## config.mk

```make
export PLATFORM = sky130hd
export DESIGN_NAME = stream_demux_1to4
export DESIGN_NICKNAME = d
export VERILOG_FILES = /design/src/rtl/stream_demux_pkg.sv /design/src/rtl/chan_fifo.sv /design/src/rtl/stream_demux_1to4.sv
export SDC_FILE = /design/constraint.sdc
export NUM_CORES = 1
export LEC_CHECK = 0
export ABC_AREA = 1
export BUFFER_PORTS_ARGS = -buffer_cell sky130_fd_sc_hd__buf_2
export CAP_MARGIN = 20
export CORE_MARGIN = 2
export CORE_UTILIZATION = 40
export CTS_BUF_LIST = sky130_fd_sc_hd__clkbuf_4 sky130_fd_sc_hd__clkbuf_8
export CTS_CLUSTER_DIAMETER = 100
export CTS_CLUSTER_SIZE = 12
export DETAILED_ROUTE_END_ITERATION = 8
export PLACE_DENSITY_LB_ADDON = 0.3
export SYNTH_ARGS = -nofsm -noshare
export SYNTH_HDL_FRONTEND = slang
export SYNTH_SLANG_ARGS = --single-unit
export TNS_END_PERCENT = 50
```

## constraint.sdc

```tcl
create_clock -name clk -period 5.5 [get_ports clk]
set_input_delay 0.55 -clock clk [delete_from_list [all_inputs] [get_ports clk]]
set_output_delay 0.55 -clock clk [all_outputs]
set_load 0.005 [all_outputs]
```

## src/rtl/stream_demux_pkg.sv

```systemverilog
// Shared constants for the 1-to-4 stream demultiplexer and its channel FIFOs.
package stream_demux_pkg;

    localparam int NUM_CH     = 4;  // output channels
    localparam int SEL_W      = 2;  // width of the channel select
    localparam int CNT_W      = 3;  // per-channel occupancy counter width
    localparam int DATA_W_DEF = 8;  // default payload width
    localparam int DEPTH_DEF  = 2;  // default entries per channel (2 or 4)

endpackage : stream_demux_pkg

```

## src/rtl/chan_fifo.sv

```systemverilog
// Single-clock FIFO used as one output channel buffer of the demux.
// Power-of-two depth (2 or 4): pointers wrap naturally modulo DEPTH.
module chan_fifo
    import stream_demux_pkg::*;
#(
    parameter int DATA_W = DATA_W_DEF,
    parameter int DEPTH  = DEPTH_DEF
) (
    input  logic              clk,
    input  logic              rst_n,
    input  logic              push,
    input  logic              pop,
    input  logic [DATA_W-1:0] wdata,
    output logic [DATA_W-1:0] rdata,
    output logic [CNT_W-1:0]  count,
    output logic              full,
    output logic              empty
);

    localparam int PTR_W = $clog2(DEPTH);

    logic [DATA_W-1:0] mem_q [DEPTH];
    logic [PTR_W-1:0]  wr_ptr_q, wr_ptr_d;
    logic [PTR_W-1:0]  rd_ptr_q, rd_ptr_d;
    logic [CNT_W-1:0]  cnt_q, cnt_d;
    logic              do_push, do_pop;

    assign full    = (cnt_q == CNT_W'(DEPTH));
    assign empty   = (cnt_q == '0);
    // Guards keep the counter saturated even if a caller misbehaves.
    assign do_push = push & ~full;
    assign do_pop  = pop & ~empty;

    // Next-state for pointers and occupancy.
    always_comb begin
        // NOTE: every output of this block gets a default first so no latch is inferred.
        wr_ptr_d = wr_ptr_q;
        rd_ptr_d = rd_ptr_q;
        cnt_d    = cnt_q;
        if (do_push) wr_ptr_d = wr_ptr_q + PTR_W'(1);
        if (do_pop)  rd_ptr_d = rd_ptr_q + PTR_W'(1);
        case ({do_push, do_pop})
            2'b10:   cnt_d = cnt_q + CNT_W'(1);
            2'b01:   cnt_d = cnt_q - CNT_W'(1);
            default: cnt_d = cnt_q;  // idle, or push and pop cancel
        endcase
    end

    // Pointer and occupancy registers; reset empties the channel.
    always_ff @(posedge clk or negedge rst_n) begin
        if (!rst_n) begin
            // NOTE: sequential state uses non-blocking assignments so all registers update together.
            wr_ptr_q <= '0;
            rd_ptr_q <= '0;
            cnt_q    <= '0;
        end else begin
            wr_ptr_q <= wr_ptr_d;
            rd_ptr_q <= rd_ptr_d;
            cnt_q    <= cnt_d;
        end
    end

    // Storage write at the tail.
    always_ff @(posedge clk) begin
        // NOTE: storage is deliberately not reset; an empty channel never exposes it as valid.
        if (do_push) mem_q[wr_ptr_q] <= wdata;
    end

    assign rdata = mem_q[rd_ptr_q];
    assign count = cnt_q;

endmodule : chan_fifo

```

## src/rtl/stream_demux_1to4.sv

```systemverilog
// 1-to-4 stream demultiplexer: each input word is routed by in_sel into one
// of four buffered output channels with independent valid/ready handshakes.
module stream_demux_1to4
    import stream_demux_pkg::*;
#(
    parameter int DATA_W = DATA_W_DEF,
    parameter int DEPTH  = DEPTH_DEF
) (
    input  logic                     clk,
    input  logic                     rst_n,
    input  logic                     in_valid,
    output logic                     in_ready,
    input  logic [SEL_W-1:0]         in_sel,
    input  logic [DATA_W-1:0]        in_data,
    output logic [NUM_CH-1:0]        out_valid,
    input  logic [NUM_CH-1:0]        out_ready,
    output logic [NUM_CH*DATA_W-1:0] out_data,
    output logic [NUM_CH*CNT_W-1:0]  out_count
);

    logic [NUM_CH-1:0] push_en;
    logic [NUM_CH-1:0] pop_en;
    logic [NUM_CH-1:0] full_w;
    logic [NUM_CH-1:0] empty_w;

    // Ready depends only on the selected channel's registered fullness, so a
    // full channel refuses a push even in a cycle where it is also popped.
    assign in_ready  = ~full_w[in_sel] & rst_n;
    assign out_valid = ~empty_w;
    assign pop_en    = out_valid & out_ready;

    // Decode the accepted word onto exactly one channel's push enable.
    always_comb begin
        push_en = '0;
        if (in_valid && in_ready) push_en[in_sel] = 1'b1;
    end

    for (genvar k = 0; k < NUM_CH; k++) begin : g_ch
        chan_fifo #(
            .DATA_W (DATA_W),
            .DEPTH  (DEPTH)
        ) u_fifo (
            .clk   (clk),
            .rst_n (rst_n),
            .push  (push_en[k]),
            .pop   (pop_en[k]),
            .wdata (in_data),
            .rdata (out_data[k*DATA_W +: DATA_W]),
            .count (out_count[k*CNT_W +: CNT_W]),
            .full  (full_w[k]),
            .empty (empty_w[k])
        );
    end

endmodule : stream_demux_1to4
```

==> impl_metrics.tcl <==
set metrics [dict create \
    outcome "complete, no violations" \
    overflow 0 \
    multi_input_area_um2 974.7 \
    total_leakage_power_nw 1.692 \
    ys_ff_latch 84 \
    powerDensity_nw_per_um2 454.0 \
    hpwl_um 4376 \
    synth_fp_nets 255 \
    grt_max_degree 23 \
    worstHoldPathType "in -> async" \
    maxCapViolations 0 \
    drt-pass1-iter-count 4 \
    drt-met1-wl_um 2684 \
    yosys.area_share.simple 0.08185 \
    clockPowerShare 0.250 \
    fp.dieH_um 97.76 \
    cp_max_fo 4 \
    finalMaxSlewViolations 0 \
    avgSynthCellArea_um2 15.29 \
    setup-tns-final_ns 0 \
    synthAdderAreaFrac 0.03701 \
    rsz0062_at_grt "no" \
    track_usage 0.1341 \
    synth_top_family_by_area "multiplexers" \
    yosys_warnings 0 \
    period_needed_ns 2.228 \
    seq_area_frac_synth 0.6890 \
    cts_setup_buffers 0 \
    core_um2 8636 \
    switching_share 0.3068 \
    grt_pass1_wl_um 9901 \
    die_area_um2 9556 \
    ys_types 24 \
    htreeDepth 3 \
    wl_per_cell_um 14.43 \
    finalSetupViolations 0 \
    routed_wl_um 5975 \
    syn_to_final_growth_pct 18.68 \
    drt_iter0_drc 48 \
    placement_rows 34 \
    fin_nets 326 \
    p_seq_frac 0.472 \
    regArea_um2 2422 \
    worstSkewPairLatency_ns 0.34 \
    ios 66 \
    num_vias 1958 \
    dp_cells 398 \
    comb_power_share 0.278 \
    relSlewSlack 0.5140 \
    met3WireLength_um 397 \
    final_hold_viol_count 0 \
    clock_skew_ns 0.006931 \
    antenna_found_initial 0 \
    crit_start "g_ch[0].u_fifo.count[2]" \
    viasPerCell 4.729 \
    arrival_ns 2.45 \
    period_share 0.4051 \
    wl_met2_um 2829 \
    numCtsBuffers 9 \
    gp_congestion 0.7345 \
    clock.fmax_ghz 0.4488 \
    clockRootBuffer "clkbuf_8" \
    ctsResizeCount 0 \
    cts.sinks 84 \
    antenna_left 0 \
    fp.dieW_um 97.76 \
    drive_above_1_share 0.4379 \
    rr_startpoint "g_ch[0].u_fifo.count[2]" \
    utilization 0.4832 \
    grt_pass1_vias 1973 \
    synth_xor_area_frac 0.02989 \
    fillers 778 \
    end_kind "flop" \
    fin_cells 414 \
    p_switching_mw 0.5813 \
    top_layer_used "met4" \
    crit_type "reg -> reg" \
    intPower_mw 1.313 \
    cts_tree "done" \
    antenna_cells 0 \
    power_mw 1.894 \
    synth-compound-area-share 0.02598 \
    worst_pin_slew_ns 0.7263 \
    cts_hold_buffers 0 \
    synthesis.instances 230 \
    worstPathRequired_ns 5.73 \
    clockBufferDepth 2 \
    io_buffers 65 \
    peakVddDrop_v 0.0002587 \
    start_util 0.4071 \
    drcViolationCount 0 \
    clkTransAtPathRegs_ns 0.08 \
    syn-cell-area_um2 3516 \
    synthMuxAreaShare 0.1025 \
    cp-start-kind "flop" \
]
[power by group through the flow]
| stage | sequential [mW] | combinational, mW | clock [mW] |
|---|---|---|---|
| after floorplan | 0.849 | 0.387 | 0 |
| after global placement | 0.908 | 0.523 | 0 |
| after detailed placement | 0.910 | 0.530 | 0 |
| after CTS | 0.897 | 0.538 | 0.489 |
| after global routing | 0.915 | 0.604 | 0.516 |
| final | 0.895 | 0.526 | 0.474 |
[layer usage]
metal,track usage,vias to the layer above
li1,-,950
met1,0.1739,941
met2,0.2143,60
met3,0.05297,7
met4,0.03205,0
met5,0,-
[worst paths after layout]
kind,end,slack [ns],cells past startpoint
max,g_ch[2].u_fifo.count[2],3.27,11
max in group asynchronous,g_ch[3].u_fifo.wr_ptr_q,4.99,1
min reg2reg,g_ch[3].u_fifo.wr_ptr_q,0.48,2
min,g_ch[1].u_fifo.count[0],0.17,1
min in group clk,g_ch[3].u_fifo.wr_ptr_q,0.48,2
max reg2reg,g_ch[2].u_fifo.count[2],3.27,11
[cells in the final DEF, fill, tap and decap left out, types with 4 or more instances in the layout]
cell type,n
buf_2,65
edfxtp_1,64
mux2_2,32
inv_1,20
dfrtp_1,20
nand2_1,18
clkbuf_8,9
o21ai_0,8
xnor2_1,7
nor2_1,6
inv_2,5
nor2_2,5
xor2_1,5
nand4_2,4
nand4_1,4
a21oi_1,4
fa_1,4
ha_1,4
[cell type report]
class                           count  area share
Sequential cell                    84      0.5805
Multi-Input combinational cell    116      0.2336
Timing Repair Buffer               65     0.07796
Tap cell                          108     0.03238
Clock buffer                        9     0.02969
Clock inverter                      7     0.02339
Inverter                           25     0.02249
[cell families (layout without fill, tap and decap cells)]
kind of cell,count (synthesis),count (layout)
DFF,84,84
and+or+nand+nor,48,48
muxes,32,32
buffers and inverters,30,106
AOI/OAI and AO/OA,16,16
xor gates and xnor gates,12,12
adders and majority gates,8,8
[critical path: stages (launching register included)]
cell     delay (ns)
dfrtp_1        0.42
nor2_1         0.24
nand3_2        0.14
nand2_2        0.10
nor2_4         0.06
nand4_2        0.09
ha_1           0.16
inv_1          0.07
fa_1           0.38
a21oi_1        0.15
o21ai_0        0.15
xnor2_1        0.15
[metrics by stage]
step	hold slack [ns]	instance area [µm²]	setup slack [ns]
floorplan	0.2544	3516	3.427
global placement	0.4526	3951	3.081
detailed placement	0.4596	3951	3.064
CTS	0.1781	4173	3.291
global route	0.1895	4173	3.047
finish	0.1683	4173	3.272
[state kept, by name, indices dropped and copies added (netlist names)]
name	cells
g_ch.u_fifo.count	12
g_ch.u_fifo.mem_q	64
g_ch.u_fifo.rd_ptr_q	4
g_ch.u_fifo.wr_ptr_q	4
[cells in the mapped netlist]
master	number	area (µm²)
nand4_2	4	50.05
nor2_1	6	22.52
xor2_1	5	43.79
buf_2	5	25.02
ha_1	4	50.05
and2_1	1	6.260
o21ai_2	1	8.760
edfxtp_1	64	1922
mux2_2	32	360.4
nand3_1	3	15.01
inv_1	20	75.07
nand2_2	1	6.260
nand4_1	4	25.02
fa_1	4	80.08
nand3_2	3	30.03
nor2_4	3	33.78
o21ai_0	8	40.04
dfrtp_1	20	500.5
xnor2_1	7	61.31
a21oi_1	4	20.02
nor2_2	5	31.28
nand2_1	18	67.56
inv_2	5	18.77
a21boi_1	3	22.52
Power figures use the tool's default switching activity.
